### config.mk
export PLATFORM = sky130hd
export DESIGN_NAME = window_xnor_popcount
export DESIGN_NICKNAME = d
export VERILOG_FILES = /design/src/rtl/ws_pkg.sv /design/src/rtl/chunk_popcount.sv /design/src/rtl/window_xnor_popcount.sv
export SDC_FILE = /design/constraint.sdc
export NUM_CORES = 1
export LEC_CHECK = 0
export CAP_MARGIN = 40
export CORE_MARGIN = 2
export CORE_UTILIZATION = 52
export DETAILED_ROUTE_END_ITERATION = 10
export DONT_BUFFER_PORTS = 1
export HOLD_SLACK_MARGIN = 0.1
export MAX_ROUTING_LAYER = met4
export PLACE_DENSITY = 0.72
export SYNTH_ARGS = -nofsm -noshare
export SYNTH_HDL_FRONTEND = slang
export SYNTH_HIERARCHICAL = 1
export SYNTH_SLANG_ARGS = --single-unit
### constraint.sdc
create_clock -name clk -period 14.2 [get_ports clk]
set_clock_uncertainty 0.15 [all_clocks]
set_input_delay 3.55 -clock clk [delete_from_list [all_inputs] [get_ports clk]]
set_output_delay 3.55 -clock clk [all_outputs]
set_load 0.01 [all_outputs]
### src/rtl/ws_pkg.sv
// ws_pkg: shared constants, FSM states and size helpers for the binary-conv window datapath.
package ws_pkg;

    localparam int IMAGE_ROW_LEN = 200;
    localparam int IMAGE_COL_LEN = 60;
    localparam int STRIDE        = 1;

    typedef enum logic [2:0] {
        S_IDLE,
        S_WAIT_WIN,
        S_ACCUM,
        S_OUTPUT,
        S_SLIDE,
        S_DONE
    } state_t;

    function automatic int win_bits(input int k);
        return k * k;
    endfunction

    function automatic int cnt_w(input int k);
        return $clog2(k * k + 1);
    endfunction

endpackage

### src/rtl/chunk_popcount.sv
// chunk_popcount: combinational popcount of the bitwise XNOR of two CHUNK-bit vectors.
module chunk_popcount #(
    parameter int CHUNK = 32,
    localparam int PC_W = $clog2(CHUNK + 1)
) (
    input  logic [CHUNK-1:0] a_i,
    input  logic [CHUNK-1:0] b_i,
    output logic [PC_W-1:0]  count_o
);

    always_comb begin
        count_o = '0;
        for (int i = 0; i < CHUNK; i++) count_o = count_o + PC_W'(a_i[i] ~^ b_i[i]);
    end

endmodule

### src/rtl/window_xnor_popcount.sv
// window_xnor_popcount: XNOR-popcount of each binary window against a stored kernel,
// thresholded to one activation bit per window and returned over valid/ready.
module window_xnor_popcount
    import ws_pkg::*;
#(
    parameter int KERNEL_SIZE = 16,
    parameter int CHUNK       = 32,
    parameter int NUM_WINDOWS = 8325,
    localparam int WIN_BITS   = win_bits(KERNEL_SIZE),
    localparam int CNT_W      = cnt_w(KERNEL_SIZE),
    localparam int NSLICE     = WIN_BITS / CHUNK,
    localparam int WADDR_W    = NSLICE > 1 ? $clog2(NSLICE) : 1,
    localparam int IDX_W      = NUM_WINDOWS > 1 ? $clog2(NUM_WINDOWS) : 1,
    localparam int PC_W       = $clog2(CHUNK + 1)
) (
    input  logic                clk,
    input  logic                rst,
    input  logic                start,
    input  logic [WIN_BITS-1:0] win_in,
    input  logic                win_valid,
    output logic                ws_slide,
    input  logic                w_wen,
    input  logic [WADDR_W-1:0]  w_addr,
    input  logic [CHUNK-1:0]    w_data,
    input  logic [CNT_W-1:0]    thresh,
    output logic                out_valid,
    input  logic                out_ready,
    output logic                out_bit,
    output logic [CNT_W-1:0]    out_count,
    output logic [IDX_W-1:0]    out_idx,
    output logic                busy,
    output logic                done
);

    state_t              state_q;
    logic [CHUNK-1:0]    w_q [NSLICE];
    logic [WIN_BITS-1:0] win_q;
    logic [CNT_W-1:0]    thresh_q, acc_q, acc_d, out_count_q;
    logic [WADDR_W-1:0]  slice_q;
    logic [IDX_W-1:0]    win_cnt_q;
    logic                out_valid_q, out_bit_q, ws_slide_q, busy_q, done_q;
    logic [PC_W-1:0]     pc;
    logic                last_slice, last_win;

    // The capture register shifts down one slice per cycle, so the active slice is always its LSBs.
    chunk_popcount #(.CHUNK(CHUNK)) u_pc (
        .a_i    (win_q[CHUNK-1:0]),
        .b_i    (w_q[slice_q]),
        .count_o(pc)
    );

    assign acc_d      = acc_q + CNT_W'(pc);
    assign last_slice = slice_q == WADDR_W'(NSLICE - 1);
    assign last_win   = win_cnt_q == IDX_W'(NUM_WINDOWS - 1);

    // Weight RAM keeps its contents across reset.
    always_ff @(posedge clk)
        if (w_wen && state_q == S_IDLE) w_q[w_addr] <= w_data;

    always_ff @(posedge clk or posedge rst) begin
        if (rst) begin
            state_q     <= S_IDLE;
            thresh_q    <= '0;
            win_q       <= '0;
            acc_q       <= '0;
            slice_q     <= '0;
            win_cnt_q   <= '0;
            out_count_q <= '0;
            out_valid_q <= 1'b0;
            out_bit_q   <= 1'b0;
            ws_slide_q  <= 1'b0;
            busy_q      <= 1'b0;
            done_q      <= 1'b0;
        end else begin
            ws_slide_q <= 1'b0;
            done_q     <= 1'b0;
            case (state_q)
                S_IDLE: if (start) begin
                    thresh_q  <= thresh;
                    busy_q    <= 1'b1;
                    win_cnt_q <= '0;
                    state_q   <= S_WAIT_WIN;
                end
                S_WAIT_WIN: if (win_valid) begin
                    win_q   <= win_in;
                    acc_q   <= '0;
                    slice_q <= '0;
                    state_q <= S_ACCUM;
                end
                S_ACCUM: begin
                    acc_q   <= acc_d;
                    win_q   <= win_q >> CHUNK;
                    slice_q <= slice_q + 1'b1;
                    if (last_slice) begin
                        out_valid_q <= 1'b1;
                        out_count_q <= acc_d;
                        out_bit_q   <= acc_d >= thresh_q;
                        state_q     <= S_OUTPUT;
                    end
                end
                S_OUTPUT: if (out_ready) begin
                    out_valid_q <= 1'b0;
                    if (last_win) begin
                        done_q  <= 1'b1;
                        busy_q  <= 1'b0;
                        state_q <= S_DONE;
                    end else begin
                        win_cnt_q  <= win_cnt_q + 1'b1;
                        ws_slide_q <= 1'b1;
                        state_q    <= S_SLIDE;
                    end
                end
                S_SLIDE: state_q <= S_WAIT_WIN;
                S_DONE:  state_q <= S_IDLE;
                default: state_q <= S_IDLE;
            endcase
        end
    end

    assign out_valid = out_valid_q;
    assign out_bit   = out_bit_q;
    assign out_count = out_count_q;
    assign out_idx   = win_cnt_q;
    assign ws_slide  = ws_slide_q;
    assign busy      = busy_q;
    assign done      = done_q;

endmodule
==> impl_metrics.toml, run 1 <==
[worst_setup_path]
critPathRequiredTime_ns = 14.54
cp_common_cell = "fa_1"
crit_fanout = 38
timing.rr.start = "slice_q[0]"
worstPathArrival_ns = 9.81
critPathCaptureType = "flop"
worst-path-buf-inv = 5
critPathKind = "flop to flop"
rr_worst_depth = 29
rr_endpoint = "out_bit"
start_kind = "flop"
cpLargestDelayFamily = "adder cells"
worst-r2r-setup-slack_ns = 4.73
crit_path_top_delay_cell = "dfrtp_4"
slowest_delay_ns = 0.91

[yosys]
syn_nets = 2501
syn-cell-area_mm2 = 0.0249
ys_seq_area_frac = 0.618
synth_warnings = 6
synth_edf_count = 256
async_reset_ff_frac = 0.546
syn_inst = 2144
synth-seq-cells = 564
yosysUniqueCellTypes = 58
synthFlopType = "dfrtp_1"
avgSynthCellArea_um2 = 11.6

[clock_tree]
cts.sinks = 564
cts_resized = 0
h-tree-depth = 2
cts_buffers = 59
cts.clk_slew.worst_paths_ns = 0.06
clock_path_buffers = 3
ctsHoldBuffers = 0
cts_setup_buffers = 0
cts-root-buf = "clkbuf_16"
clk_latency_ns = 0.65
cts_tree = "built"

[sta]
hold_ws_ns = 0.355
hold_viol = 0
grt_setup_unrepaired = "false"
maxSlewViolCount = 0
max_freq_mhz = 106
finalSetupViolCount = 0
min_period_over_period = 0.667
worst_pin_slew_ns = 1.10
slew_headroom = 0.269
finalSetupTns_ns = 0
period_needed_ns = 9.47

[die]
fp.coreArea_mm2 = 0.0475
num_rows = 80
die_area_mm2 = 0.0497
die_x_um = 223
initial_core_util = 0.524
chipHeight_um = 223
io_pins = 334

[min_path]
hold_path.startpoint = "acc_q[0]"
hold_end = "acc_q[0]"
whs_path_depth = 2
min-delay-path-class = "flop to flop"

[routing]
ant_nets = 0
routed_wl_mm = 63.6
first_iter_violations = 1518
vias = 16400
wl_per_cell_um = 23.0
drc_errors = 0
drt-pass1-iter-count = 5
avgViaCountPerCell = 5.92

[global_route]
grt_pass1_vias = 16200
grt_first_pass_wirelength_mm = 96.4
grt_max_degree = 276
track_usage = 0.264
globalRoute.totalOverflow = 0
antenna_found_initial = 11

[status]
status = "finished, final reports clean"

[finish]
areaGrowthSynthToFinish_pct = 9.81
fin_nets = 2448
post-route-util = 0.576
layout-drive-gt1-share = 0.118

[placement]
portBuffers = 0
routabilityCongestion = 0.883
place_hpwl_mm = 42.3

[flow_run]
max-cap-violations = 0
layout by cell type (no fill, tap or decap), drive strengths merged, types with 5 or more instances in the layout:
master / instances
nand2: 540
dfrtp: 308
edfxtp: 256
nor2: 245
a31oi: 237
clkbuf: 85
mux4: 64
mux2: 46
inv: 46
a21oi: 45
buf: 29
ha: 26
xor2: 25
fa: 25
nand3: 19
o21ai: 19
xnor2: 17
clkinv: 16
diode: 12
nand2b: 8
a22o: 8
nand4: 7
nor3: 7
a21o: 5
o211ai: 5
sequential cells by signal, summed over array words and instances (netlist names):
| register | flops |
|---|---|
| out_idx | 14 |
| ws_slide | 1 |
| slice_q | 3 |
| out_count | 9 |
| win_q | 256 |
| busy | 1 |
| done | 1 |
| acc_q | 9 |
| state_q | 3 |
| thresh_q | 9 |
| w_q | 256 |
| out_bit | 1 |
| out_valid | 1 |
routing by layer:
layer	global-route usage	vias up	part of all wire
met1	0.355	8155	0.41
li1	-	7456	-
met5	-	-	0
met3	0.0684	121	0.086
met4	0.101	0	0.034
met2	0.388	645	0.47
synth_stat cells (7+ instances only):
master | number | share of area
ha_1 | 26 | 0.013
nand4_1 | 7 | 0.0018
inv_1 | 44 | 0.0066
buf_4 | 24 | 0.0072
dfrtp_1 | 308 | 0.31
a21oi_1 | 43 | 0.0086
nor2_1 | 245 | 0.037
a22o_1 | 8 | 0.0028
nand3_1 | 19 | 0.0038
mux4_2 | 64 | 0.058
nand2b_1 | 8 | 0.0020
clkbuf_1 | 53 | 0.0080
buf_2 | 51 | 0.010
fa_1 | 25 | 0.020
buf_1 | 13 | 0.0020
xor2_1 | 25 | 0.0088
mux2_2 | 46 | 0.021
a31oi_1 | 237 | 0.059
edfxtp_1 | 256 | 0.31
o21ai_0 | 18 | 0.0036
xnor2_1 | 17 | 0.0060
nand2_1 | 540 | 0.081
how the worst max path moves through the flow:
| stage | end | startpoint | depth (start not counted) |
|---|---|---|---|
| floorplan | acc_q[0] | rst | 1 |
| global placement | out_bit | slice_q[0] | 29 |
| detailed placement | out_bit | slice_q[0] | 28 |
| CTS | out_bit | slice_q[0] | 28 |
| global route | out_bit | slice_q[0] | 28 |
| finish | out_bit | slice_q[0] | 29 |
per-stage QoR:
stage               cell area [µm²]  cells  setup slack, ns
global route                  27400   2766             4.19
detailed placement            25400   2645             4.69
finish                        27400   2767             4.73
global placement              25200   2638             4.95
CTS                           27300   2755             4.67
floorplan                     24900   2144             1.98
cell families after synthesis:
family	count (synthesis)	synth area share
AOI/OAI and AO/OA	335	0.0847
and+or+nand+nor	853	0.136
xor gates and xnor gates	42	0.0148
muxes	112	0.0794
DFF	564	0.618
buffers and inverters	187	0.0347
adders and majority gates	51	0.0331
area by class of cell:
class                           count  area, µm²
Tap cell                          615        769
Clock buffer                       85       1660
Antenna cell                       12       30.0
Sequential cell                   564      15400
Multi-Input combinational cell   1393       8720
Inverter                           44        173
Fill cell                        3778      20200
Timing Repair Buffer               29        335
Clock inverter                     25        284
worst register-to-register path, delay by kind of cell, from the launching register on:
| family | cells | cell delay, ns |
|---|---|---|
| flops | 1 | 0.91 |
| fa+ha+maj | 10 | 4.41 |
| compound gates | 6 | 1.21 |
| buf+inv | 5 | 0.87 |
| mux | 2 | 0.87 |
| xor+xnor | 3 | 0.58 |
| simple gates | 3 | 0.34 |
Power of run 1 is not shown: default switching activity piles up to over one toggle a cycle in this logic, so the estimate is an artifact.
==> run 2: changes to the inputs <==
==> constraint.sdc (replaced) <==
create_clock -name clk -period 9.15 [get_ports clk]
set_clock_uncertainty 0.15 [all_clocks]
set_input_delay 2.2875 -clock clk [delete_from_list [all_inputs] [get_ports clk]]
set_output_delay 2.2875 -clock clk [all_outputs]
set_load 0.01 [all_outputs]
==> impl_metrics.toml, run 2 (synthesis gave the netlist of run 1 again) <==
[placement]
placed_area_mm2 = 0.0255
routabilityCongestion = 0.893
place_hpwl_mm = 43.0
portBuffers = 0

[clock_tree]
clk_latency_ns = 0.62
cts_buffers = 58
cts_tree = "built"
cts.sinks = 564
cts-root-buf = "clkbuf_16"
cts.clk_slew.worst_paths_ns = 0.06
clock_path_buffers = 3
ctsHoldBuffers = 0
h-tree-depth = 2

[routing]
routed_wl_mm = 64.8
met2WireLength_mm = 30.2
drc_errors = 0
drt-pass1-iter-count = 6
wl_per_cell_um = 23.3
wl_met1_mm = 26.7
dr.max_layer_used = "met4"
ant_nets = 0
first_iter_violations = 1670
met3WireLength_mm = 5.57
avgViaCountPerCell = 5.97
vias = 16600

[sta]
finalSetupViolCount = 0
max_freq_mhz = 117
hold_viol = 0
min_period_over_period = 0.936
worst_pin_slew_ns = 1.01
period_needed_ns = 8.56
slew_headroom = 0.327
finalSetupTns_ns = 0
grt_setup_unrepaired = "false"
maxSlewViolCount = 0

[worst_setup_path]
cp_common_cell = "fa_1"
critPathKind = "flop to flop"
worst-path-buf-inv = 4
crit_fanout = 42
slowest_delay_ns = 0.67
critPathRequiredTime_ns = 9.50
timing.rr.start = "slice_q[1]"
worst-r2r-setup-slack_ns = 0.59
start_kind = "flop"
cpLargestDelayFamily = "adder cells"
critPathCaptureType = "flop"
rr_worst_depth = 27
setup.worst_path.end = "out_bit"
worstPathArrival_ns = 8.91
crit_path_top_delay_cell = "dfrtp_4"
rr_endpoint = "out_bit"
cp.depth = 27
crit_start = "slice_q[1]"

[die]
io_pins = 334
fp.coreArea_mm2 = 0.0475
num_rows = 80
chipHeight_um = 223
die_x_um = 223
die_area_mm2 = 0.0497
initial_core_util = 0.524

[status]
status = "finished, final reports clean"

[finish]
areaGrowthSynthToFinish_pct = 10.1
layout-drive-gt1-share = 0.122
nFillCells = 3797
fin_nets = 2462
final_cell_mix = "540 x nand2_1, 306 x dfrtp_1, 256 x edfxtp_1, 239 x nor2_1, 237 x a31oi_1"
post-route-util = 0.577
multi_input_area_mm2 = 0.00872
seq_area_mm2 = 0.0154
layout.cells.most_common = "nand2_1"
final_cell_area_mm2 = 0.0275

[global_route]
grt_first_pass_wirelength_mm = 97.9
grt_max_degree = 185
grt_pass1_vias = 16600
globalRoute.totalOverflow = 0
track_usage = 0.268
antenna_found_initial = 14

[min_path]
min-delay-path-class = "flop to flop"
hold_path.startpoint = "acc_q[0]"

[flow_run]
max-cap-violations = 0
==> run 2: how the worst min path moves through the flow <==
| stage | to | slack (ns) | cells past startpoint |
|---|---|---|---|
| 3_3_place_gp | acc_q[0] | 0.34 | 2 |
| 4_1_cts | acc_q[0] | 0.36 | 2 |
| 6_report | acc_q[0] | 0.35 | 2 |
| 5_1_grt | thresh_q[7] | 0.38 | 1 |
| 2_1_floorplan | acc_q[0] | 0.31 | 2 |
| 3_5_place_dp | acc_q[0] | 0.34 | 2 |
==> run 2: per-layer routing <==
| metal | global-route usage | up-vias |
|---|---|---|
| met5 | - | - |
| met4 | 0.105 | 0 |
| met3 | 0.0694 | 141 |
| met2 | 0.397 | 658 |
| met1 | 0.357 | 8323 |
| li1 | - | 7499 |
==> run 2: timing repair <==
item | CTS | global route
setup buffers | 0 | 11
gates resized for setup | 0 | 1
setup endpoints to repair | 0 | 1
==> run 2: worst reg2reg max path: stages (launching register included) <==
cell and delay (ns):
dfrtp_4 0.67, buf_12 0.31, mux4_2 0.36, mux2_2 0.29, xnor2_1 0.30, fa_1 0.48
inv_1 0.10, fa_1 0.42, fa_1 0.53, fa_1 0.53, fa_1 0.58, fa_1 0.50
inv_1 0.07, ha_1 0.17, inv_1 0.05, fa_1 0.40, nand2b_1 0.17, a21oi_2 0.15
xor2_1 0.19, ha_1 0.33, a21o_1 0.25, a221oi_4 0.41, xnor2_1 0.23, ha_1 0.31
a21oi_1 0.14, o21ai_0 0.09, a21oi_1 0.15, o21ai_0 0.11
==> run 2: through the flow <==
step                instances  setup slack (ns)  hold slack (ns)
finish                   2782             0.587            0.349
global placement         2641             0.510            0.337
detailed placement       2649             0.321            0.343
CTS                      2757             0.254            0.357
global route             2782             0.108            0.380
floorplan                2144              1.29            0.306
==> run 2: area by class of cell <==
type,count,share of cell area
inverter,44,0.00615
multi-input combinational,1393,0.318
timing repair buffer,44,0.0179
tap,615,0.0280
clock buffer,84,0.0593
antenna,14,0.00128
clock inverter,24,0.00866
sequential,564,0.561
Power of run 2 is left out for the same reason.
==> run 3: changes to the inputs <==
--- a/config.mk
+++ b/config.mk
@@ -13,6 +13,7 @@
 export HOLD_SLACK_MARGIN = 0.1
 export MAX_ROUTING_LAYER = met4
 export PLACE_DENSITY = 0.72
+export REMOVE_ABC_BUFFERS = 1
 export SYNTH_ARGS = -nofsm -noshare
 export SYNTH_HDL_FRONTEND = slang
 export SYNTH_HIERARCHICAL = 1
==> impl_metrics.toml, run 3 (synthesis gave the netlist of run 1 again) <==
[finish]
layout.cells.most_common = "nand2_1"
seq_area_mm2 = 0.0154
final_cell_mix = "540 x nand2_1, 306 x dfrtp_1, 256 x edfxtp_1, 239 x nor2_1, 237 x a31oi_1"
fin_nets = 2454
layout-drive-gt1-share = 0.123
areaGrowthSynthToFinish_pct = 10.7
nFillCells = 3794
multi_input_area_mm2 = 0.00875

[die]
num_rows = 80
die_area_mm2 = 0.0497
chipHeight_um = 223
io_pins = 334
die_x_um = 223
initial_core_util = 0.524
fp.coreArea_mm2 = 0.0475

[clock_tree]
cts.clk_slew.worst_paths_ns = 0.06
cts_buffers = 57
clock_path_buffers = 3
cts_tree = "built"
clk_latency_ns = 0.61
h-tree-depth = 2
cts_resized = 0
cts.sinks = 564
cts-root-buf = "clkbuf_16"

[min_path]
min-delay-path-class = "flop to flop"

[routing]
vias = 16300
avgViaCountPerCell = 5.92
wl_per_cell_um = 21.6
drc_errors = 0
routed_wl_mm = 59.6
drt-pass1-iter-count = 5
first_iter_violations = 1506
ant_nets = 0

[sta]
min_period_over_period = 0.937
max_freq_mhz = 117
slew_headroom = 0.401
hold_viol = 0
worst_pin_slew_ns = 0.899
finalSetupTns_ns = 0
finalSetupViolCount = 0
period_needed_ns = 8.57
grt_setup_unrepaired = "false"
maxSlewViolCount = 0

[worst_setup_path]
slowest_delay_ns = 0.61
cp_common_cell = "fa_1"
start_kind = "flop"
worstPathArrival_ns = 8.91
critPathCaptureType = "flop"
crit_path_top_delay_cell = "dfrtp_4"
critPathKind = "flop to flop"
critPathRequiredTime_ns = 9.49
crit_fanout = 12

[placement]
place_hpwl_mm = 38.0
routabilityCongestion = 0.890
portBuffers = 0

[flow_run]
max-cap-violations = 0

[status]
status = "finished, final reports clean"

[global_route]
antenna_found_initial = 4
grt_max_degree = 198
track_usage = 0.246
grt_pass1_vias = 16300
globalRoute.totalOverflow = 0
grt_first_pass_wirelength_mm = 91.9
==> run 3: cell types whose count changed in the layout (fill, tap and decap cells not counted), moves of 2 or more <==
cell,delta
diode_2,-12
buf_4,-6
bufinv_16,+6
nor2_2,-6
nor2_4,+6
clkbuf_1,-5
clkinv_2,+5
buf_12,-4
clkinv_1,-4
clkinvlp_4,-4
buf_16,+3
inv_6,-2
inv_8,+2
==> run 3: metrics by stage <==
step	instances	utilization	worst slack [ns]	instance area [µm²]	hold slack, ns
finish	2762	0.580	0.580	27600	0.361
global route	2762	0.580	0.128	27600	0.385
CTS	2758	0.579	0.366	27500	0.364
detailed placement	2651	0.536	0.366	25500	0.351
global placement	2644	0.533	0.594	25300	0.329
floorplan	2001	-	-1.80	24200	0.306
==> run 3: per-layer routing <==
layer / up-vias / global-route usage / routed length (µm)
met2: 559 / 0.382 / 29000
met1: 8227 / 0.321 / 24300
li1: 7468 / - / -
met4: 0 / 0.0719 / 1360
met3: 89 / 0.0662 / 4960
met5: - / - / 0
==> run 3: final cells by class <==
| class | count | share of cell area |
|---|---|---|
| Clock inverter | 26 | 0.0146 |
| Clock buffer | 81 | 0.0598 |
| Antenna cell | 2 | 0.000181 |
| Sequential cell | 564 | 0.558 |
| Tap cell | 615 | 0.0279 |
| Multi-Input combinational cell | 1393 | 0.317 |
| Inverter | 44 | 0.00626 |
| Timing Repair Buffer | 37 | 0.0162 |
==> run 3: worst paths after layout <==
path	start	to	slack, ns	cells after the start
min reg2reg	acc_q[0]	acc_q[0]	0.36	2
min	acc_q[0]	acc_q[0]	0.36	2
max	slice_q[0]	out_bit	0.58	28
min in group asynchronous	rst	win_q[198]	1.47	1
max reg2reg	slice_q[0]	out_bit	0.58	28
max in group asynchronous	rst	win_q[53]	6.13	2
==> run 3: critical path, delay by kind of cell (launching register included) <==
family	cells	cell delay (ns)
AO/OA/AOI/OAI	6	1.25
adder cells (fa/ha/maj)	10	4.36
AND/OR/NAND/NOR	3	0.36
flip-flops	1	0.61
XOR/XNOR	3	0.51
multiplexers	2	0.80
buffers and inverters	4	0.41
==> run 3: timing repair <==
action | in CTS | in global routing
hold buffers | 0 | 0
setup buffers | 0 | 2
setup endpoints to repair | 0 | 1
Power of run 3 is left out for the same reason.
